**config.mk**
```make
export PLATFORM = sky130hd
export DESIGN_NAME = muldiv_unit_flat
export DESIGN_NICKNAME = d
export VERILOG_FILES = /design/src/rtl/muldiv_unit_if.sv /design/src/rtl/muldiv_unit.sv /design/src/flat_wrapper.sv
export SDC_FILE = /design/constraint.sdc
export NUM_CORES = 1
export LEC_CHECK = 0
export CAP_MARGIN = 10
export CELL_PAD_IN_SITES_DETAIL_PLACEMENT = 0
export CELL_PAD_IN_SITES_GLOBAL_PLACEMENT = 1
export CORE_MARGIN = 4
export CORE_UTILIZATION = 47
export DETAILED_ROUTE_END_ITERATION = 10
export GPL_ROUTABILITY_DRIVEN = 0
export GPL_TIMING_DRIVEN = 0
export MAX_ROUTING_LAYER = met4
export PLACE_DENSITY_LB_ADDON = 0.1
export SYNTH_ARGS = -nofsm -noshare
export SYNTH_HDL_FRONTEND = slang
export SYNTH_SLANG_ARGS = --single-unit
```
**constraint.sdc**
```tcl
create_clock -name clk -period 6.5 [get_ports clk]
set_input_delay 1.3 -clock clk [delete_from_list [all_inputs] [get_ports clk]]
set_output_delay 1.3 -clock clk [all_outputs]
set_load 0.1 [all_outputs]
```
**src/rtl/muldiv_unit_if.sv**
```systemverilog
// Bus between the controller and the multiply/divide unit.
//   start/flush/funct/a/b : issue side, driven by the controller (master)
//   busy/done/divz/illegal: status back to the controller
//   hi/lo/result          : HI/LO registers and the mfhi/mflo read port
interface muldiv_unit_if #(
  parameter int unsigned WIDTH = 32
);
  logic             start;
  logic             flush;
  logic [5:0]       funct;
  logic [WIDTH-1:0] a;
  logic [WIDTH-1:0] b;
  logic             busy;
  logic             done;
  logic             divz;
  logic             illegal;
  logic [WIDTH-1:0] hi;
  logic [WIDTH-1:0] lo;
  logic [WIDTH-1:0] result;

  modport master (
    output start, flush, funct, a, b,
    input  busy, done, divz, illegal, hi, lo, result
  );

  modport slave (
    input  start, flush, funct, a, b,
    output busy, done, divz, illegal, hi, lo, result
  );
endinterface

```
**src/rtl/muldiv_unit.sv**
```systemverilog
// Iterative multiply/divide unit with HI/LO registers (MIPS mult/multu/div/divu,
// mfhi/mthi/mflo/mtlo). One operand bit is processed per cycle: shift-add multiply
// or restoring divide on magnitudes, followed by a single sign-fix cycle.
// Ports:
//   clk      - clock, rising edge
//   reset_n  - asynchronous active-low reset
//   bus      - muldiv_unit_if slave: start/flush/funct/a/b in;
//              busy/done/divz/illegal/hi/lo/result out
module muldiv_unit #(
  parameter int unsigned WIDTH      = 32,
  parameter bit          ENABLE_DIV = 1'b1
) (
  input logic          clk,
  input logic          reset_n,
  muldiv_unit_if.slave bus
);

  localparam int unsigned     CntW    = $clog2(WIDTH);
  localparam logic [CntW-1:0] CntLast = CntW'(WIDTH - 1);

  localparam logic [5:0] FnMfhi  = 6'b010000;
  localparam logic [5:0] FnMthi  = 6'b010001;
  localparam logic [5:0] FnMflo  = 6'b010010;
  localparam logic [5:0] FnMtlo  = 6'b010011;
  localparam logic [5:0] FnMult  = 6'b011000;
  localparam logic [5:0] FnMultu = 6'b011001;
  localparam logic [5:0] FnDiv   = 6'b011010;
  localparam logic [5:0] FnDivu  = 6'b011011;

  typedef enum logic [1:0] {StIdle, StCalc, StFix, StDone} state_e;

  state_e           state_q, state_d;
  logic [CntW-1:0]  cnt_q, cnt_d;
  // acc: product high half / partial remainder (holds dividend a on divide-by-zero)
  // quo: multiplier shifting out / dividend shifting out, quotient shifting in
  // opd: multiplicand or divisor magnitude
  logic [WIDTH-1:0] acc_q, acc_d;
  logic [WIDTH-1:0] quo_q, quo_d;
  logic [WIDTH-1:0] opd_q, opd_d;
  logic [WIDTH-1:0] hi_q, hi_d;
  logic [WIDTH-1:0] lo_q, lo_d;
  logic             is_div_q, is_div_d;
  logic             neg_res_q, neg_res_d;
  logic             neg_rem_q, neg_rem_d;
  logic             divz_q, divz_d;
  logic             illegal_q, illegal_d;

  // Operand magnitudes; funct[0]=0 selects the signed forms.
  logic             op_signed;
  logic [WIDTH-1:0] a_mag, b_mag;

  assign op_signed = ~bus.funct[0];
  assign a_mag     = (op_signed && bus.a[WIDTH-1]) ? -bus.a : bus.a;
  assign b_mag     = (op_signed && bus.b[WIDTH-1]) ? -bus.b : bus.b;

  // Multiply step: conditionally add multiplicand, shift {acc,quo} right by one.
  logic [WIDTH:0] mul_sum;
  assign mul_sum = {1'b0, acc_q} + ({1'b0, opd_q} & {(WIDTH + 1){quo_q[0]}});

  // Restoring divide step. The shifted remainder is below 2*divisor, so once it is
  // known to be >= divisor the difference fits in WIDTH bits.
  logic [WIDTH:0]   rem_sh;
  logic             rem_ge;
  logic [WIDTH-1:0] rem_sub;
  assign rem_sh  = {acc_q, quo_q[WIDTH-1]};
  assign rem_ge  = rem_sh >= {1'b0, opd_q};
  assign rem_sub = rem_sh[WIDTH-1:0] - opd_q;

  logic [2*WIDTH-1:0] prod, prod_fix;
  assign prod     = {acc_q, quo_q};
  assign prod_fix = neg_res_q ? -prod : prod;

  always_comb begin
    state_d   = state_q;
    cnt_d     = cnt_q;
    acc_d     = acc_q;
    quo_d     = quo_q;
    opd_d     = opd_q;
    hi_d      = hi_q;
    lo_d      = lo_q;
    is_div_d  = is_div_q;
    neg_res_d = neg_res_q;
    neg_rem_d = neg_rem_q;
    divz_d    = divz_q;
    illegal_d = 1'b0;

    unique case (state_q)
      StIdle: begin
        // A flushed issue slot never starts anything.
        if (bus.start && !bus.flush) begin
          case (bus.funct)
            FnMthi: hi_d = bus.a;
            FnMtlo: lo_d = bus.a;
            FnMfhi, FnMflo: ;
            FnMult, FnMultu: begin
              acc_d     = '0;
              quo_d     = b_mag;
              opd_d     = a_mag;
              is_div_d  = 1'b0;
              neg_res_d = op_signed & (bus.a[WIDTH-1] ^ bus.b[WIDTH-1]);
              neg_rem_d = 1'b0;
              divz_d    = 1'b0;
              cnt_d     = '0;
              state_d   = StCalc;
            end
            FnDiv, FnDivu: begin
              if (!ENABLE_DIV) begin
                illegal_d = 1'b1;
              end else if (bus.b == '0) begin
                acc_d    = bus.a;
                is_div_d = 1'b1;
                divz_d   = 1'b1;
                state_d  = StFix;
              end else begin
                acc_d     = '0;
                quo_d     = a_mag;
                opd_d     = b_mag;
                is_div_d  = 1'b1;
                neg_res_d = op_signed & (bus.a[WIDTH-1] ^ bus.b[WIDTH-1]);
                neg_rem_d = op_signed & bus.a[WIDTH-1];
                divz_d    = 1'b0;
                cnt_d     = '0;
                state_d   = StCalc;
              end
            end
            default: illegal_d = 1'b1;
          endcase
        end
      end

      StCalc: begin
        if (bus.flush) begin
          state_d = StIdle;
        end else begin
          if (is_div_q) begin
            acc_d = rem_ge ? rem_sub : rem_sh[WIDTH-1:0];
            quo_d = {quo_q[WIDTH-2:0], rem_ge};
          end else begin
            acc_d = mul_sum[WIDTH:1];
            quo_d = {mul_sum[0], quo_q[WIDTH-1:1]};
          end
          if (cnt_q == CntLast) begin
            state_d = StFix;
          end else begin
            cnt_d = cnt_q + 1'b1;
          end
        end
      end

      StFix: begin
        if (bus.flush) begin
          state_d = StIdle;
        end else begin
          if (divz_q) begin
            hi_d = acc_q;
            lo_d = '1;
          end else if (is_div_q) begin
            hi_d = neg_rem_q ? -acc_q : acc_q;
            lo_d = neg_res_q ? -quo_q : quo_q;
          end else begin
            hi_d = prod_fix[2*WIDTH-1:WIDTH];
            lo_d = prod_fix[WIDTH-1:0];
          end
          state_d = StDone;
        end
      end

      StDone: state_d = StIdle;

      default: state_d = StIdle;
    endcase
  end

  always_ff @(posedge clk or negedge reset_n) begin
    if (!reset_n) begin
      state_q   <= StIdle;
      cnt_q     <= '0;
      acc_q     <= '0;
      quo_q     <= '0;
      opd_q     <= '0;
      hi_q      <= '0;
      lo_q      <= '0;
      is_div_q  <= 1'b0;
      neg_res_q <= 1'b0;
      neg_rem_q <= 1'b0;
      divz_q    <= 1'b0;
      illegal_q <= 1'b0;
    end else begin
      state_q   <= state_d;
      cnt_q     <= cnt_d;
      acc_q     <= acc_d;
      quo_q     <= quo_d;
      opd_q     <= opd_d;
      hi_q      <= hi_d;
      lo_q      <= lo_d;
      is_div_q  <= is_div_d;
      neg_res_q <= neg_res_d;
      neg_rem_q <= neg_rem_d;
      divz_q    <= divz_d;
      illegal_q <= illegal_d;
    end
  end

  assign bus.busy    = (state_q == StCalc) || (state_q == StFix);
  assign bus.done    = (state_q == StDone);
  assign bus.divz    = (state_q == StDone) && divz_q;
  assign bus.illegal = illegal_q;
  assign bus.hi      = hi_q;
  assign bus.lo      = lo_q;
  assign bus.result  = (bus.funct == FnMfhi) ? hi_q :
                       (bus.funct == FnMflo) ? lo_q : '0;

endmodule
```
**src/flat_wrapper.sv**
```systemverilog
// flat-port wrapper written by rule: the top's interface ports become plain ports
module muldiv_unit_flat 
#(
  parameter int unsigned WIDTH      = 32,
  parameter bit          ENABLE_DIV = 1'b1
)
  (clk, reset_n, bus_start, bus_flush, bus_funct, bus_a, bus_b, bus_busy, bus_done, bus_divz, bus_illegal, bus_hi, bus_lo, bus_result);
  muldiv_unit_if #(.WIDTH(WIDTH)) bus_i ();
  input logic clk;
  input logic reset_n;
  input wire logic [$bits(bus_i.start)-1:0] bus_start;
  input wire logic [$bits(bus_i.flush)-1:0] bus_flush;
  input wire logic [$bits(bus_i.funct)-1:0] bus_funct;
  input wire logic [$bits(bus_i.a)-1:0] bus_a;
  input wire logic [$bits(bus_i.b)-1:0] bus_b;
  output wire logic [$bits(bus_i.busy)-1:0] bus_busy;
  output wire logic [$bits(bus_i.done)-1:0] bus_done;
  output wire logic [$bits(bus_i.divz)-1:0] bus_divz;
  output wire logic [$bits(bus_i.illegal)-1:0] bus_illegal;
  output wire logic [$bits(bus_i.hi)-1:0] bus_hi;
  output wire logic [$bits(bus_i.lo)-1:0] bus_lo;
  output wire logic [$bits(bus_i.result)-1:0] bus_result;
  assign bus_i.start = bus_start;
  assign bus_i.flush = bus_flush;
  assign bus_i.funct = bus_funct;
  assign bus_i.a = bus_a;
  assign bus_i.b = bus_b;
  assign bus_busy = bus_i.busy;
  assign bus_done = bus_i.done;
  assign bus_divz = bus_i.divz;
  assign bus_illegal = bus_i.illegal;
  assign bus_hi = bus_i.hi;
  assign bus_lo = bus_i.lo;
  assign bus_result = bus_i.result;
  muldiv_unit #(.WIDTH(WIDTH), .ENABLE_DIV(ENABLE_DIV)) u_core (.clk(clk), .reset_n(reset_n), .bus(bus_i));
endmodule
```
**After elaboration in Yosys (flattened, before gate mapping)**

Index checks and enable logic that the tools add are counted.

- Shift-type cells: 0
- Multipliers: 0
- Divide/modulo/power cells: 0
- Magnitude comparators: 1
- Bitwise logic cells: 5
- Equal/unequal tests: 22
- Multiplexer cells: 57
- Reductions and logical operators: 22
- Add/sub/neg operators: 8

Operator list:

| operator | count |
|---|---|
| $mux 32 | 26 |
| $pmux 32 s2 | 7 |
| $neg 32->32 | 4 |
| $mux 64 | 1 |
| $neg 64->64 | 1 |
| $eq 6x5->1 const B | 8 |
| $add 32x33->33 | 1 |
| $and 32x33->33 | 1 |
| $ge 33x32->1 | 1 |
| $logic_not 32->1 | 1 |
| $sub 32x32->32 | 1 |
| $mux 5 | 4 |
| $pmux 5 s2 | 2 |
| $reduce_and 4->1 | 4 |
| $ne 2x2->1 const B | 6 |
| $mux 2 | 5 |
| $pmux 1 s2 | 4 |
| $pmux 2 s4 | 1 |
| $reduce_or 8->1 | 1 |
| $mux 1 | 6 |
| $ne 3x3->1 const B | 2 |
| $reduce_and 3->1 | 2 |
| $reduce_and 6->1 | 1 |
| $reduce_bool 2->1 | 3 |
| 16 further kinds | 22 |

- Output and inout bits: 100
- RAM bits: 0
- Memories: 0
- Register bits after elaboration: 172
- Bits in read-only memories: 0
- Word-level logic and storage cells: 127
- Bits in latches: 0

**Logic depth before layout (Yosys ltp)**

- Depth in word-level cells: 7
- Mapped depth: 14
- Gate-level depth less buffers: 12

**Worst setup path before layout**

Ideal clock, no wire load.

- Kind: input -> output
- Start point: input port bus_funct[1]
- End point: output port bus_result[21]
- Buffers on the path: 2
- Stages on the path: 4
- Slack: 1.748 ns
- Data arrival time: 3.452 ns
- Cells stage by stage: clkbuf_1 > buf_1 > mux2i_1 > nor2_1

- Word-level cells in the longest chain between the ends: 3
- Elaborated cells on any way between the ends: 4
- Classes of those cells: eq/ne: 2; mux: 2

Ends and longest elaborated chain:

| element | RTL line | RTL |
|---|---|---|
| from (decl) | flat_wrapper.sv:13 | `input wire logic [$bits(bus_i.funct)-1:0] bus_funct;` |
| $eq 6x5->1 | muldiv_unit.sv:211 | `(bus.funct == FnMflo) ? lo_q : '0;` |
| $mux 32 | muldiv_unit.sv:211 |  |
| $mux 32 (*) | muldiv_unit.sv:210 | `assign bus.result = (bus.funct == FnMfhi) ? hi_q :` |
| to (decl) | flat_wrapper.sv:22 | `output wire logic [$bits(bus_i.result)-1:0] bus_result;` |

Mark *: on every way between the ends. The rest lies on a longest branch, timed or not.

**Worst setup path in the final report**

- Start point: input port bus_funct[4]
- End point: output port bus_result[3]

Same word-level chain as after synthesis.

==> results.json <==
{
  "status": "completed",
  "cellPowerDensity_nw_per_um2": 553,
  "syn-cell-area_um2": 16400,
  "nets": 2480,
  "arrival_ps": 4400,
  "yosys_register_bits": 172,
  "synth_largest_area_cell": "dfrtp_1",
  "dp.cells": 2766,
  "fin_crit_ps": 5700,
  "hp-class": "reg -> reg",
  "endpoint_kind": "primary output",
  "synth-compound-area-share": 0.272,
  "synthAdderAreaFrac": 0.0588,
  "synth_top_area_frac": 0.262,
  "synth_top_family_by_area": "compound AO/OA/AOI/OAI gates",
  "max_slew.worst_pin.slew_ps": 1070,
  "cts_buffer_depth": 2,
  "synth_cells": 2146,
  "core_um2": 34500,
  "start_util": 0.476,
  "fin_cells": 2800,
  "fmax_ghz": 0.175,
  "vias_per_cell": 6.46,
  "clk_latency_ps": 450,
  "antenna_found_initial": 2,
  "drt_pass1_iterations": 8,
  "finalCritPeriodShare": 0.877,
  "grt_start_max_net_pins": 112,
  "postSynth.asyncResetShare": 1.00,
  "drcViolationCount": 0,
  "drtIter0Drc": 2387,
  "synth_area_leaders": "dfrtp_1 26%, o21ai_0 6.2%, ha_1 5.6%",
  "cts_hold_buf": 0,
  "synthDistinctLibCells": 89,
  "area_growth_pct": 17.1,
  "grt-ovfl-total": 0,
  "slew-limit-headroom": 0.289,
  "crit_fanout": 10,
  "port_buffers": 164,
  "cts.sinks": 172,
  "hold_viol_final": 0,
  "die_w_um": 195,
  "synth.yosys.seq_area_share": 0.262,
  "synth_fp_nets": 2296,
  "ioPinCount": 174,
  "crit_path_top_delay_cell": "clkdlybuf4s50_1",
  "cp.required_ps": 5200,
  "cap_viol_max_count": 0,
  "rsz0062_at_grt": "false",
  "place_hpwl_um": 57500,
  "cts_resized": 0,
  "synth-warning-count": 0,
  "critPathLaunchType": "input pin",
  "num_vias": 18100,
  "crit_path_frequent_cell": "clkdlybuf4s50_1",
  "h-tree-depth": 4,
  "die_y_um": 195,
  "finalSetupTns_ps": 0,
  "synth-simple-area-share": 0.207,
  "ant_nets": 0,
  "synthMuxAreaShare": 0.0582,
  "numCtsBuffers": 17,
  "tritoncts": "done",
  "crit_type": "in -> out",
  "grt_pass1_wl_um": 106000,
  "power_uw": 10600,
  "synth_edf_count": 0,
  "p_leak_uw": 0.00783,
  "slew_viol_final": 0,
  "cpPeakStageDelay_ps": 1160,
  "grt_usage": 0.375,
  "drive_gt1_frac": 0.0538,
  "synth-xor-area-share": 0.0896,
  "grt_pass1_vias": 16900,
  "skew_ps": 19.9,
  "synth-main-ff-cell": "dfrtp_1",
  "cts_root_buf": "clkbuf_16",
  "clk_pin_slew_ps": 80,
  "avgRoutedWirePerCell_um": 25.9,
  "avgSynthCellArea_um2": 7.65,
  "setup_viol_count_final": 0,
  "wirelength_um": 72400,
  "dieArea_um2": 38000,
  "cts_setup_buffers": 0,
  "vdd_ir_drop_max_uv": 497,
  "worstPathCellList": "clkdlybuf4s50_1 > nor3b_1 > nor2b_1 > nand2b_1 > buf_1 > nor2_1 > clkdlybuf4s50_1",
  "row_count": 68
}
## critical path: cells and delay by family
family	cells	cell delay (ps)
AND/OR/NAND/NOR	4	1170
buffers and inverters	3	1910
## flip-flops by register name, summed over array words and instances, names as in the netlist
| name | cells |
|---|---|
| u_core.bus.lo | 32 |
| u_core.opd_q | 32 |
| u_core.bus.illegal | 1 |
| u_core.neg_res_q | 1 |
| u_core.neg_rem_q | 1 |
| u_core.is_div_q | 1 |
| u_core.state_q | 2 |
| u_core.acc_q | 32 |
| u_core.quo_q | 32 |
| u_core.cnt_q | 5 |
| u_core.bus.hi | 32 |
| u_core.divz_q | 1 |
## Yosys cell counts, drive strengths merged (34+ instances only)
library cell  instances
clkbuf              104
mux2                 34
a21oi               172
xnor2               102
a21o                 50
o31ai                36
inv                  69
dfrtp               172
nor2                237
a211oi               53
nand2               237
xor2                 66
buf                  38
o21ai               212
ha                   74
mux2i                55
nor3                 43
## layer usage
metal  track usage  vias up  part of all wire
li1              -     8158                 -
met1         0.497     8572              0.41
met2         0.537     1129              0.42
met3        0.0912      228              0.12
met4         0.183        0             0.060
met5             -        -                 0
## cell type report
| type | count | area [µm²] |
|---|---|---|
| antenna | 2 | 5.00 |
| buffer | 142 | 598 |
| clock buffer | 18 | 429 |
| clock inverter | 14 | 135 |
| fill | 3344 | 15300 |
| inverter | 69 | 259 |
| multi-input combinational | 1763 | 11300 |
| sequential | 172 | 4300 |
| tap | 455 | 569 |
| timing repair buffer | 165 | 1670 |
## cells by family after synthesis
logic type / after synthesis
flops: 172
mux: 89
fa+ha+maj: 76
compound gates: 711
simple gates: 719
xor+xnor: 168
buf+inv: 211
## stage by stage
| step | setup slack (ps) | cell area (µm²) | utilization | hold WS, ps |
|---|---|---|---|---|
| 6_report | 801 | 19200 | 0.557 | 490 |
| 5_1_grt | 613 | 19200 | 0.557 | 510 |
| 4_1_cts | 813 | 19200 | 0.557 | 494 |
| 3_5_place_dp | 811 | 18700 | 0.540 | 477 |
| 3_3_place_gp | -3050 | 18600 | 0.540 | 469 |
| 2_1_floorplan | 1750 | 16400 | - | 449 |
## placed cells by master, fill, tap and decap left out, types with 16 or more instances in the layout
cell type        count
o21ai_0            204
o21a_1              16
nand2b_1            21
clkdlybuf4s50_1    163
a211oi_1            53
or4_1               18
mux2i_1             55
xor2_1              66
or3_1               17
xnor2_1            102
clkbuf_1           105
o31ai_1             33
nand4_1             19
o22ai_1             31
nor2_1             236
a21oi_1            171
inv_1               69
mux2_2              27
a31oi_1             27
nor3_1              42
nand2_1            236
a21o_1              50
buf_2               16
ha_1                74
dfrtp_1            172
o211ai_1            26
clkbuf_16           17
nand3_1             20
## final timing paths
path	slack, ps	cells after the start	start	end
worst max-delay path	800	7	bus_funct[4]	bus_result[3]
worst min-delay path	490	2	u_core.opd_q[17]	u_core.opd_q[17]
worst max register to register	1920	13	u_core.quo_q[0]	u_core.acc_q[26]
worst min register to register	490	2	u_core.opd_q[17]	u_core.opd_q[17]
max in group asynchronous	4780	2	reset_n	u_core.acc_q[28]
min in group asynchronous	780	1	reset_n	u_core.bus.hi[4]
## power breakdown
group	internal (µW)	switching (µW)	leakage [µW]	total, µW
combinational	2350	5040	0.00538	7390
clock	538	511	0.000275	1050
sequential	1510	687	0.00217	2190
Power figures use the tool's default switching activity.
